$ cat src/rtl/mem_burst_master.sv
// mem_burst_master
//   Initiator for the data-memory port. Takes one request at a time (byte,
//   word, 4-word or 8-word burst; read or write), drives the memory command
//   pins and streams beats with valid/ready handshakes. Consumer backpressure
//   on reads and missing write beats both become mem_stall.
// Ports
//   clk, rst_n                      clock, async active-low reset
//   req_valid/req_ready             request handshake; req_addr/size/rd_wr
//   wdata/wdata_valid/wdata_ready   write beat stream
//   rsp_data/rsp_valid/rsp_ready    read beat stream, rsp_last on final beat
//   wr_done, err                    one-cycle status pulses
//   flush                           abort the current transaction
//   mem_*                           memory pins (addr, wdata, rdata, size,
//                                   rd_wr, enable, stall, clear, busy)
module mem_burst_master #(
  parameter logic [31:0] ADDR_BASE = 32'h8002_0000,
  parameter logic [31:0] MEM_BYTES = 32'd4096
) (
  input  logic        clk,
  input  logic        rst_n,
  input  logic        req_valid,
  output logic        req_ready,
  input  logic [31:0] req_addr,
  input  logic [1:0]  req_size,
  input  logic        req_rd_wr,
  input  logic [31:0] wdata,
  input  logic        wdata_valid,
  output logic        wdata_ready,
  output logic [31:0] rsp_data,
  output logic        rsp_valid,
  input  logic        rsp_ready,
  output logic        rsp_last,
  output logic        wr_done,
  output logic        err,
  input  logic        flush,
  output logic [31:0] mem_addr,
  output logic [31:0] mem_wdata,
  input  logic [31:0] mem_rdata,
  output logic [1:0]  mem_size,
  output logic        mem_rd_wr,
  output logic        mem_enable,
  output logic        mem_stall,
  output logic        mem_clear,
  input  logic        mem_busy
);

  localparam logic [1:0] SZ_BYTE  = 2'b00;
  localparam logic [1:0] SZ_WORD  = 2'b01;
  localparam logic [1:0] SZ_4WORD = 2'b10;
  localparam logic [1:0] SZ_8WORD = 2'b11;

  typedef enum logic [1:0] {IDLE, CMD, RBEAT, WBEAT} state_t;

  state_t     state;
  logic [2:0] count;

  // Sequencing runs off the beat counter; busy is only observed by memory.
  logic unused_busy;
  assign unused_busy = mem_busy;

  function automatic logic [2:0] beats_m1(input logic [1:0] sz);
    case (sz)
      SZ_4WORD: return 3'd3;
      SZ_8WORD: return 3'd7;
      default:  return 3'd0;
    endcase
  endfunction

  function automatic logic [5:0] req_bytes(input logic [1:0] sz);
    case (sz)
      SZ_BYTE:  return 6'd1;
      SZ_WORD:  return 6'd4;
      SZ_4WORD: return 6'd16;
      default:  return 6'd32;
    endcase
  endfunction

  // Whole burst extent must fit inside the memory window.
  logic [31:0] req_off;
  logic [32:0] req_end;
  logic        req_bad;
  always_comb begin
    req_off = req_addr - ADDR_BASE;
    req_end = {1'b0, req_off} + {27'd0, req_bytes(req_size)};
    req_bad = ((req_size != SZ_BYTE) && (req_addr[1:0] != 2'b00)) ||
              (req_addr < ADDR_BASE) ||
              (req_end > {1'b0, MEM_BYTES});
  end

  logic busy_st;
  logic accept;
  assign busy_st     = (state != IDLE);
  assign req_ready   = rst_n & (state == IDLE) & ~flush;
  assign accept      = req_ready & req_valid;
  assign mem_enable  = busy_st;
  assign mem_clear   = busy_st & flush;
  assign mem_wdata   = wdata;
  assign rsp_valid   = rst_n & (state == RBEAT) & ~flush;
  assign rsp_last    = (state == RBEAT) && (count == 3'd0);
  assign rsp_data    = (mem_size == SZ_BYTE) ? {24'd0, mem_rdata[7:0]} : mem_rdata;
  assign wdata_ready = rst_n & ~flush & wdata_valid &
                       (((state == CMD) & ~mem_rd_wr) | (state == WBEAT));

  always_comb begin
    mem_stall = 1'b0;
    case (state)
      CMD:   mem_stall = ~mem_rd_wr & ~wdata_valid;
      // Last read beat keeps stall high so data_out holds and no new
      // command is sampled before enable drops.
      RBEAT: mem_stall = (count == 3'd0) ? 1'b1 : ~rsp_ready;
      WBEAT: mem_stall = ~wdata_valid;
      default: mem_stall = 1'b0;
    endcase
    if (flush && busy_st) mem_stall = 1'b0;
  end

  always_ff @(posedge clk or negedge rst_n) begin
    if (!rst_n) begin
      state     <= IDLE;
      count     <= 3'd0;
      mem_addr  <= 32'd0;
      mem_size  <= SZ_WORD;
      mem_rd_wr <= 1'b1;
      wr_done   <= 1'b0;
      err       <= 1'b0;
    end else begin
      wr_done <= 1'b0;
      err     <= 1'b0;
      case (state)
        IDLE: if (accept) begin
          if (req_bad) err <= 1'b1;
          else begin
            mem_addr  <= req_addr;
            mem_size  <= req_size;
            mem_rd_wr <= req_rd_wr;
            state     <= CMD;
          end
        end
        CMD: begin
          if (flush) state <= IDLE;
          else if (mem_rd_wr) begin
            state <= RBEAT;
            count <= beats_m1(mem_size);
          end else if (wdata_valid) begin
            if (beats_m1(mem_size) == 3'd0) begin
              wr_done <= 1'b1;
              state   <= IDLE;
            end else begin
              state <= WBEAT;
              count <= beats_m1(mem_size);
            end
          end
        end
        RBEAT: begin
          if (flush) state <= IDLE;
          else if (rsp_ready) begin
            if (count == 3'd0) state <= IDLE;
            else count <= count - 3'd1;
          end
        end
        WBEAT: begin
          if (flush) state <= IDLE;
          else if (wdata_valid) begin
            if (count == 3'd1) begin
              wr_done <= 1'b1;
              state   <= IDLE;
            end
            count <= count - 3'd1;
          end
        end
        default: state <= IDLE;
      endcase
    end
  end

endmodule

$ cat config.mk
export PLATFORM = sky130hd
export DESIGN_NAME = mem_burst_master
export DESIGN_NICKNAME = d
export VERILOG_FILES = /design/src/rtl/mem_burst_master.sv
export SDC_FILE = /design/constraint.sdc
export NUM_CORES = 1
export LEC_CHECK = 0
export CAP_MARGIN = 40
export CELL_PAD_IN_SITES_DETAIL_PLACEMENT = 1
export CELL_PAD_IN_SITES_GLOBAL_PLACEMENT = 2
export CORE_ASPECT_RATIO = 0.75
export CORE_UTILIZATION = 23
export DETAILED_ROUTE_END_ITERATION = 8
export PLACE_DENSITY_LB_ADDON = 0.1
export SLEW_MARGIN = 20
export SYNTH_ARGS = -nofsm -noshare
export SYNTH_HDL_FRONTEND = slang
export SYNTH_SLANG_ARGS = --single-unit
$ cat constraint.sdc
create_clock -name clk -period 4.7 [get_ports clk]
set_input_delay 0.94 -clock clk [delete_from_list [all_inputs] [get_ports clk]]
set_output_delay 0.94 -clock clk [all_outputs]
set_load 0.05 [all_outputs]
Word-level counts from Yosys, hierarchy flattened:

Index checks and enable logic that the tools add are counted.

* $add $sub $neg: 3
* $lt $le $gt $ge: 2
* eq/ne operators: 23
* mux-type cells: 44
* bitwise logic cells: 17
* reduce and logical (&&, ||, !) cells: 17

Operators by type and width (number)
* 2-to-1 mux 3 bit: 13
* adder 32 x 6 -> 33 bit: 1
* greater-than comparator 33 x 13 -> 1 bit, second input constant: 1
* less-than comparator 32 bit, second input constant: 1
* 2-to-1 mux 32 bit: 1
* subtractor 32 bit, second input constant: 1
* 2-to-1 mux 2 bit: 12
* one-hot mux 6 bit (3 select lines): 1
* != test 2 bit, second input constant: 8
* 2-to-1 mux 1 bit: 12
* != test 3 bit, second input constant: 4
* bitwise AND 1 bit: 11
* equality test 2 bit, second input constant: 5
* one-hot mux 3 bit (3 select lines): 1
* AND reduction 9 bit: 1
* one-hot mux 2 bit (4 select lines): 1
* AND reduction 7 bit: 1
* zero test 2 bit: 3
* zero test 3 bit: 2
* != test 3 x 2 -> 1 bit, second input constant: 2
* one-hot mux 3 bit (2 select lines): 1
* nonzero test 2 bit: 3
* NOT 1 bit: 5
* equality test 2 x 1 -> 1 bit, second input constant: 2
* other kinds (10): 13

* register bits after elaboration: 42
* input port bits: 106
* output and inout bits: 108
* word-level logic and storage cells: 113

Logic depth before layout (Yosys ltp):

Gate-level depths: netlist (run 1).

* word-level depth: 12
* mapped depth: 15
* mapped depth without buffers: 12

Least setup slack after synthesis (run 1):

Ideal clock, no wire load.

* kind: in2reg
* from: input port req_addr[17]
* to: register mem_addr[10]
* library setup time: 0.125 ns
* arrival time: 4.362 ns
* data required time: 4.575 ns
* setup slack: 0.213 ns
* stages on the path: 15
* path buffers: 4
* cells stage by stage: clkbuf_1 inv_1 ha_1 clkbuf_2 xnor2_1 nor4_1 nand4_1 o21ba_2 and3_1 o21ai_1 or4_1 or4_1 buf_6 buf_12 mux2_4

* word-level cells in the longest chain between the ends: 6
* elaborated cells on any way between the ends: 8
* those cells by class: 2 x add/sub; 2 x order compare; 1 x bitwise; 3 x reduce/logical

Ends and longest elaborated chain
* start, declared: line 23 `input logic [31:0] req_addr,`
* subtractor 32 bit: line 83 `req_off = req_addr - ADDR_BASE;`
* adder 32 x 6 -> 33 bit: line 84 `req_end = {1'b0, req_off} + {27'd0, req_bytes(req_size)};`
* greater-than comparator 33 x 13 -> 1 bit: line 87 `(req_end > {1'b0, MEM_BYTES});`
* logical OR 1 bit (*): line 86 `(req_addr < ADDR_BASE) ||`
* NOT 1 bit (no source line) (*)
* AND reduction 3 bit (no source line) (*)
* end signal, assigned: line 133 `mem_addr <= req_addr;`
* end, declared: line 36 `output logic [31:0] mem_addr,`

Mark *: on every way between the ends. The rest lies on a longest branch, timed or not.
A chain may end at the register's enable or synchronous reset.

Worst setup path in the final report (run 1):

* from: input port req_addr[17]
* to: register mem_addr[4]

Same word-level chain as after synthesis.

==> summary.md, run 1 <==
| Metric | Value |
|---|---|
| Setup crit start kind | primary input |
| Vias/cell | 4.71 |
| Area leader, netlist | dfrtp_1 |
| Hold Buf Count CTS | 0 |
| Fraction of layout cells with a size suffix above 1 | 25.4% |
| Fin crit period | 4.53 ns |
| Arrival @ worst endpoint | 4.70 ns |
| LEAKAGE | 0.00251 uW |
| Hold WS | 0.483 ns |
| Synthesis-to-layout area growth | 58.0% |
| H-Tree Level Count | 2 |
| Crit end category | register |
| Final worst-path cycle share | 96.3% |
| Pre-CTS setup slack | -0.553 ns |
| PnR worst setup slack | 0.172 ns |
| DR vias | 3,804 |
| Non-filler cells, final | 807 |
| Flops & latches, synth | 42 |
| Post-Synthesis Cells | 428 |
| Fmax | 221 MHz |
| R2R setup slack | 2.28 ns |
| CTS tree | yes |
| Synth cell count leaders | buf_4 (40), dfrtp_1 (40), nor2_1 (33) |
| Placer congestion estimate | 0.815 |
| TritonCTS Buffers | 5 |
| Final setup violation count | 0 |
| Critical Path RT | 4.87 ns |
| Drt first pass iters | 4 |
| I/O Buffers | 132 |
| Setup_tns | 0 ns |
| Number of placed cells counting well taps | 798 |
| DP Wirelength | 10,900 um |
| Antenna viol nets, final | 0 |
| Slew @ Worst Pin | 0.592 ns |
| Starting density of the core | 24.0% |
| Hold path depth | 1 |
| Netlist Area Pre-Place | 0.00374 mm^2 |
| Vias in the first global route | 3,912 |
| Nets | 716 |
| Sequential share of the synthesized area | 28.2% |
| Pin count of the biggest net entering global routing | 43 |
| Setup bufs post-CTS | 0 |
| Reg clk slew, reported paths | 0.07 ns |
| Max Slew Vio Count | 0 |
| Row cnt | 39 |
| Worst-case reg-to-reg path depth | 7 |
| Die area | 0.0168 mm^2 |
| I/O pins | 214 |
| Die Ht | 112 um |
| First-pass GRT wire length | 21,300 um |
| Post-synth EDFFs | 0 |
| Synth async-reset ratio | 100% |
| Top cell type's share of synthesized area | 26.7% |
| Max-slew headroom | 60.5% |
| Core Footprint | 0.0156 mm^2 |
| Final hold violation count | 0 |
| Routed wire per std cell | 16.5 um |
| PwrDens | 174 mW/mm^2 |
| Synthesized Nets | 543 |
| DRC violations left | 0 |
| Max-Cap Viols | 0 |
| Top_reg_cell synth | dfrtp_1 |
| Clk_skew | 0.00567 ns |
| Avg Inst Size Synth | 8.74 um^2 |
| Worst-skew pair later-pin latency | 0.30 ns |
| CTS Sinks | 42 |
| Final WL | 13,300 um |
| YS warnings | 0 |
| Synth area leaders | dfrtp_1 (27%), buf_4 (8.0%), mux2_4 (7.2%), nor2b_1 (5.2%), xnor2_1 (4.0%) |
| Max clock buf depth | 2 |
| All-Layer GR Usage | 16.1% |
| Initial antenna violation count | 0 |
| Root Driver | clkbuf_16 |
| Post-layout total power | 1030 uW |
| Layout filler cell count | 1,787 |
| Worst vdd ir | 0.000165 V |
| Initial DRC Count | 117 |
| RSZ-0062 raised after global routing | no |
| Crit path kind | in2reg |
| Worst hold path type | reg2reg |
| Status | complete, no violations |
| ANT cells | 0 |
| Total global routing overflow | 0 |
| Crit-path max FO | 16 |
| Cell variety after synth | 66 |
| Chip width | 149 um |
report_power, final:
group,switching [uW],leakage (uW),internal (uW)
Sequential,0.856,0.000578,362
Clock,156,0.0000841,266
Combinational,110,0.00185,133
kinds of logic after synthesis:
kind of cell,after synthesis,synth area share [%]
and+or+nand+nor,188,28.3
AOI/OAI and AO/OA,66,12.3
buffers and inverters,71,12.3
xor gates and xnor gates,20,4.68
adders and majority gates,9,3.01
DFF,42,28.2
muxes,32,11.3
worst max-delay path, stage by stage:
cell             delay, ns
clkdlybuf4s50_1       0.43
inv_1                 0.13
ha_4                  0.20
or4b_4                0.52
or3_4                 0.36
o22ai_4               0.22
and3_1                0.19
o21ai_1               0.06
or4_1                 0.58
or4_4                 0.50
bufbuf_16             0.31
mux2_2                0.26
state kept, by name, indices dropped and copies added (netlist names):
name,cells
wr_done,1
err,1
mem_addr,32
mem_rd_wr,1
count,3
state,2
mem_size,2
worst paths after layout:
path | from | end
setup / recovery | req_addr[17] | mem_addr[4]$_DFFE_PN0P_
hold / removal | mem_addr[31]$_DFFE_PN0P_ | mem_addr[31]$_DFFE_PN0P_
setup reg to reg | state[1]$_DFFE_PN0P_ | mem_addr[4]$_DFFE_PN0P_
hold reg to reg | mem_addr[31]$_DFFE_PN0P_ | mem_addr[31]$_DFFE_PN0P_
max in group asynchronous | rst_n | mem_addr[5]$_DFFE_PN0P_
min in group asynchronous | rst_n | wr_done$_DFF_PN0_
metal layers:
layer	wire length [um]	vias to the layer above	GRT usage, %
met5	0	-	0
met3	841	16	2.52
met1	6420	1852	22.6
met2	5930	114	25.5
met4	140	0	4.08
li1	-	1822	-
layout by cell type (no fill, tap or decap), types with 6 or more instances in the layout:
master	instances
mux2_4	18
o21ai_0	16
nand2b_1	8
buf_4	91
nor2_1	33
a21oi_1	12
ha_1	6
and2_1	13
nand3_1	13
nand4_1	9
nand2_1	29
mux2_2	10
nor3_1	13
inv_1	12
nor2b_1	30
xnor2_1	17
nor4_1	7
dfrtp_1	40
clkdlybuf4s50_1	129
what timing repair did:
item                       4_1_cts  5_1_grt
resized for setup                9       13
gates cloned                     1        0
setup endpoints to repair       34       33
pin swaps                        1        2
layout make-up:
type	instances	area, um^2	share of cell area, %
inverter	12	45.0	0.762
tap	205	256	4.34
clock inverter	1	30.0	0.508
timing repair buffer	225	2060	34.8
sequential	42	1050	17.8
multi-input combinational	315	2330	39.4
clock buffer	7	143	2.41
metrics by stage:
step | instance area (um^2) | utilization, %
5_1_grt | 5910 | 38.0
6_report | 5910 | 38.0
3_3_place_gp | 5600 | 36.0
4_1_cts | 5850 | 37.6
2_1_floorplan | 3740 | -
3_5_place_dp | 5600 | 36.0
Note: power is estimated with default switching activity, not from simulation.
==> run 2: changes to the inputs <==
--- a/config.mk
+++ b/config.mk
@@ -10,6 +10,7 @@
 export CELL_PAD_IN_SITES_GLOBAL_PLACEMENT = 2
 export CORE_ASPECT_RATIO = 0.75
 export CORE_UTILIZATION = 23
+export CTS_CLUSTER_DIAMETER = 50
 export DETAILED_ROUTE_END_ITERATION = 8
 export PLACE_DENSITY_LB_ADDON = 0.1
 export SLEW_MARGIN = 20
==> results of run 2 <==
The final DEF is identical to that of run 1; final timing and power are the same.
